**src/rtl/bcd_pkg.sv**
```systemverilog
// Shared constants, digit type and BCD validity check for the multi-digit BCD counter.
package bcd_pkg;

  localparam logic [3:0] BCD_MAX = 4'd9;
  localparam logic [3:0] BCD_MIN = 4'd0;

  typedef logic [3:0] digit_t;

  function automatic logic is_bcd(input digit_t d);
    return d <= BCD_MAX;
  endfunction

endpackage

```
**src/rtl/bcd_digit.sv**
```systemverilog
// One BCD digit: parallel load with sanitising, or a single up/down step with 9<->0 rollover.
module bcd_digit
  import bcd_pkg::*;
(
  input  logic   clk,
  input  logic   rst,
  input  logic   step,
  input  logic   up,
  input  logic   load,
  input  digit_t din,
  output digit_t q,
  output logic   at_max,
  output logic   at_min
);

  assign at_max = (q == BCD_MAX);
  assign at_min = (q == BCD_MIN);

  always_ff @(posedge clk or negedge rst) begin
    if (!rst) begin
      q <= BCD_MIN;
    end else if (load) begin
      // An out-of-range load digit is forced to zero so q never holds A-F.
      q <= is_bcd(din) ? din : BCD_MIN;
    end else if (step) begin
      if (up) q <= at_max ? BCD_MIN : q + 4'd1;
      else    q <= at_min ? BCD_MAX : q - 4'd1;
    end
  end

endmodule

```
**src/rtl/bcd_counter_multi.sv**
```systemverilog
// Multi-digit up/down BCD counter with load validation and cascade terminal count.
// Define BCD_CNT_SATURATE_EN to hold at all-9 / all-0 instead of wrapping.
module bcd_counter_multi
  import bcd_pkg::*;
#(
  parameter int DIGITS = 4
) (
  input  logic                clk,
  input  logic                rst,
  input  logic                en,
  input  logic                up,
  input  logic                load,
  input  logic [4*DIGITS-1:0] din,
  output logic [4*DIGITS-1:0] count,
  output logic                tc,
  output logic                load_err
);

  logic [DIGITS:0]   chain_max;
  logic [DIGITS:0]   chain_min;
  logic [DIGITS-1:0] at_max;
  logic [DIGITS-1:0] at_min;
  logic [DIGITS-1:0] bad_digit;
  logic              all_max;
  logic              all_min;
  logic              sat_hold;
  logic              advance;

  // chain_*[k] is high when every digit below k is at 9 (or 0): carry/borrow into digit k.
  assign chain_max[0] = 1'b1;
  assign chain_min[0] = 1'b1;

  for (genvar k = 0; k < DIGITS; k++) begin : g_digit
    bcd_digit u_digit (
      .clk    (clk),
      .rst    (rst),
      .step   (advance & (up ? chain_max[k] : chain_min[k])),
      .up     (up),
      .load   (load),
      .din    (din[4*k +: 4]),
      .q      (count[4*k +: 4]),
      .at_max (at_max[k]),
      .at_min (at_min[k])
    );
    assign chain_max[k+1] = chain_max[k] & at_max[k];
    assign chain_min[k+1] = chain_min[k] & at_min[k];
    assign bad_digit[k]   = ~is_bcd(din[4*k +: 4]);
  end

  assign all_max = chain_max[DIGITS];
  assign all_min = chain_min[DIGITS];

`ifdef BCD_CNT_SATURATE_EN
  assign sat_hold = up ? all_max : all_min;
`else
  assign sat_hold = 1'b0;
`endif

  assign advance = en & ~load & ~sat_hold;

  // tc ignores saturation so a downstream stage still sees the terminal event.
  assign tc = en & ~load & (up ? all_max : all_min);

  always_ff @(posedge clk or negedge rst) begin
    if (!rst)      load_err <= 1'b0;
    else if (load) load_err <= |bad_digit;
  end

endmodule

```
**config.mk**
```make
export PLATFORM = sky130hd
export DESIGN_NAME = bcd_counter_multi
export DESIGN_NICKNAME = d
export VERILOG_FILES = /design/src/rtl/bcd_pkg.sv /design/src/rtl/bcd_digit.sv /design/src/rtl/bcd_counter_multi.sv
export SDC_FILE = /design/constraint.sdc
export NUM_CORES = 1
export LEC_CHECK = 0
export BUFFER_PORTS_ARGS = -buffer_cell sky130_fd_sc_hd__buf_2
export CORE_ASPECT_RATIO = 1.4
export CORE_UTILIZATION = 53
export CTS_CLUSTER_SIZE = 30
export DETAILED_ROUTE_END_ITERATION = 10
export PLACE_DENSITY = 0.86
export RECOVER_POWER = 50
export SLEW_MARGIN = 20
export SYNTH_ARGS = -nofsm -noshare
export SYNTH_HDL_FRONTEND = slang
export SYNTH_SLANG_ARGS = --single-unit
```
**constraint.sdc**
```tcl
create_clock -name clk -period 2.4 [get_ports clk]
set_input_delay 0.24 -clock clk [delete_from_list [all_inputs] [get_ports clk]]
set_output_delay 0.24 -clock clk [all_outputs]
set_load 0.05 [all_outputs]
```
==> impl_metrics.tcl <==
set metrics [dict create \
    multiInputGateArea_sq_um 1030 \
    crit_arrival_ps 1930 \
    design_area_sq_um 1740 \
    path_cells "nor3b_4 -> o2111ai_1 -> nor4_4 -> buf_2" \
    r2r-end "g_digit[1].u_digit.q[3]" \
    nets 248 \
    tightest_slew_ps 943 \
    cp-startpoint "g_digit[0].u_digit.q[1]" \
    period_share_pct 90.5 \
    clk_latency_ps 300 \
    syn_area_sq_um 1550 \
    cts-htree-levels 1 \
    area_growth_syn_to_layout_pct 12.3 \
    cts_setup_buffers 0 \
    regArea_sq_um 425 \
    grt_overflow_total 0 \
    p_leak_uw 0.000707 \
    drt_iter0_markers 70 \
    grt.total_usage_pct 25.4 \
    setup_viol_count_final 0 \
    synth_ff_type "dfrtp_1" \
    routed_via_density 6.16 \
    core-area_sq_um 2700 \
    clockRootBuffer "clkbuf_4" \
    grt_pass1_vias 1388 \
    cts_tree "done" \
    syn_nets 221 \
    fp-row-count 22 \
    cts_buffers 3 \
    grt_antenna_before_repair 0 \
    gr-usage-met1_pct 32.4 \
    synth_top_area_cell "dfrtp_1" \
    dieHeight_microns 66.0 \
    finalWirelength_microns 3630 \
    max_freq_ghz 0.460 \
    nFillCells 284 \
    critPathMaxStageDelay_ps 520 \
    switchingPower_uw 423 \
    busiest_layer "met2" \
    async_flop_share_pct 100 \
    ys_types 53 \
    grtUsageMet2_pct 42.2 \
    finalHoldViolCount 0 \
    diodes 0 \
    layout-drive-gt1-share_pct 20.8 \
    ys_seq_elements 17 \
    maxCapViolations 0 \
    clkTransAtPathRegs_ps 110 \
    cts_buffer_depth 2 \
    grtUsageMet3_pct 2.73 \
    routabilityCongestion 0.936 \
    peakVddDrop_uv 426 \
    avgSynthCellArea_sq_um 7.75 \
    cp_max_fo 10 \
    drtPass1Iterations 4 \
    cts_resized 0 \
    placed_cell_area_sq_um 1720 \
    slowest_stage "dfrtp_1" \
    synthTopCellsByArea "dfrtp_1, o21ai_0, nor2_1, mux2i_1, a21oi_1" \
    hpwl_microns 2580 \
    p_clk_share_pct 17.8 \
    ant_nets 0 \
    die_area_sq_um 3150 \
    swShare_pct 45.7 \
    final.setup.tns_ps 0 \
    whs_path_depth 2 \
    internal_power_uw 503 \
    critical_path_class "register to output pin" \
    relSlewSlack_pct 37.1 \
    hold_start "din[3]" \
    vias 1615 \
    outcome "finished clean" \
    seqPwrFrac_pct 42.1 \
    clock_sinks 17 \
    rrSetupSlack_ps 470 \
    whs_endpoint "g_digit[0].u_digit.q[1]" \
    r2r-start "g_digit[0].u_digit.q[0]" \
    start_kind "register" \
    p_comb_share_pct 40.1 \
    portBuffers 38 \
    synthCells 200 \
    end_kind "output pin" \
    die_w_microns 47.7 \
    fin_cells 262 \
    clock-skew-final_ps 0.456 \
    period_needed_ps 2170 \
    drc 0 \
    critPathRequiredTime_ps 2160 \
    yosys_warnings 0 \
    placed_cells 257 \
    grt_pass1_wl_microns 5910 \
    synth_top_area_share_pct 27.4 \
    worstRegToRegCells 5 \
    p_per_area_nw_per_um2 532 \
    wl_per_cell_microns 13.8 \
    final-max-slew-violation-count 0 \
    grt_start_max_net_pins 38 \
    io_pins 39 \
    hold_path_class "primary input to register" \
    rsz0062_at_grt "false" \
    start_util_pct 57.5 \
    seq_area_frac_synth_pct 27.4 \
    synth_edf_count 0 \
]
-- worst max-delay path, delay by kind of cell (launching register included) --
| family | cells | cell delay, ps |
|---|---|---|
| flops | 1 | 520 |
| compound gates | 1 | 220 |
| simple gates | 2 | 600 |
| buf+inv | 1 | 300 |
-- layout make-up --
| type | count | area share (%) |
|---|---|---|
| Clock buffer | 4 | 1.51 |
| Inverter | 6 | 1.29 |
| Multi-Input combinational cell | 160 | 59.3 |
| Sequential cell | 17 | 24.4 |
| Tap cell | 36 | 2.59 |
| Timing Repair Buffer | 39 | 10.9 |
-- cells in the mapped netlist (3+ instances only) --
master	count
a21oi_1	11
a22oi_1	3
a31o_2	3
and2_1	3
and3_1	5
buf_2	5
clkbuf_1	8
dfrtp_1	17
inv_1	6
mux2i_1	6
nand2_1	12
nand2b_1	3
nand3_1	9
nand3b_1	3
nor2_1	21
nor3_1	6
o21ai_0	22
o21ai_1	5
o22ai_1	4
o31ai_1	3
xnor2_1	6
-- flip-flops by register name, indices dropped and copies added (netlist names) --
| signal | count |
|---|---|
| g_digit.u_digit.q | 16 |
| load_err | 1 |
-- what timing repair did --
action | in CTS | in global routing
endpoints found under the hold margin | 17 | 0
hold buffers | 1 | 0
setup endpoints to repair | 0 | 0
-- worst max path at each step --
stage / end / slack, ps / depth (start not counted)
2_1_floorplan: tc / 220 / 4
3_5_place_dp: g_digit[3].u_digit.q[1] / 370 / 6
3_3_place_gp: g_digit[3].u_digit.q[1] / 420 / 6
5_1_grt: tc / 130 / 4
4_1_cts: tc / 230 / 4
6_report: tc / 230 / 4
-- layer usage --
layer  vias to the layer above  wire (microns)
li1                        791               -
met2                        65            1880
met4                         0              65
met5                         -               0
met1                       753            1510
met3                         6             178
-- stage by stage --
stage                     util (%)  worst slack [ps]  hold WS (ps)  total power, uW
after floorplan                  -               225         -55.6              685
after global placement        63.6               421           188              762
after detailed placement      63.6               372           190              767
after CTS                     64.9               227           153              925
after global routing          64.6               135           144              979
final                         64.6               227           150              926
-- cells by family (layout without fill, tap and decap cells) --
kind of cell              after synthesis  in the layout  synth area share, %
DFF                                    17             17                 27.4
muxes                                   6              6                 3.87
buffers and inverters                  23             49                 6.94
and+or+nand+nor                        78             78                 29.4
AOI/OAI and AO/OA                      69             69                 28.4
xor gates and xnor gates                7              7                 3.95
-- layout by cell type (no fill, tap or decap), drive strengths merged, types with 2 or more instances in the layout --
| master | Yosys | layout |
|---|---|---|
| or2 | 2 | 2 |
| buf | 9 | 30 |
| o22ai | 4 | 4 |
| xnor2 | 6 | 6 |
| a211oi | 2 | 2 |
| nand3b | 3 | 3 |
| clkbuf | 8 | 12 |
| nand4 | 2 | 2 |
| a22oi | 3 | 3 |
| and2 | 3 | 3 |
| inv | 6 | 6 |
| and3 | 5 | 5 |
| o21ai | 28 | 28 |
| o31ai | 3 | 3 |
| mux2i | 6 | 6 |
| nor3 | 8 | 8 |
| nand2 | 12 | 12 |
| nand2b | 3 | 3 |
| nand3 | 9 | 9 |
| nor4 | 4 | 4 |
| nor2 | 21 | 21 |
| a31o | 3 | 3 |
| a21oi | 12 | 12 |
| dfrtp | 17 | 17 |
| a22o | 2 | 2 |
-- power groups by stage --
stage	clock [uW]	sequential [uW]	combinational (uW)
after floorplan	0	454	231
after global placement	0	393	370
after detailed placement	0	393	375
after CTS	161	387	377
after global routing	176	397	406
final	165	390	371
Note: power is estimated with default switching activity, not from simulation.
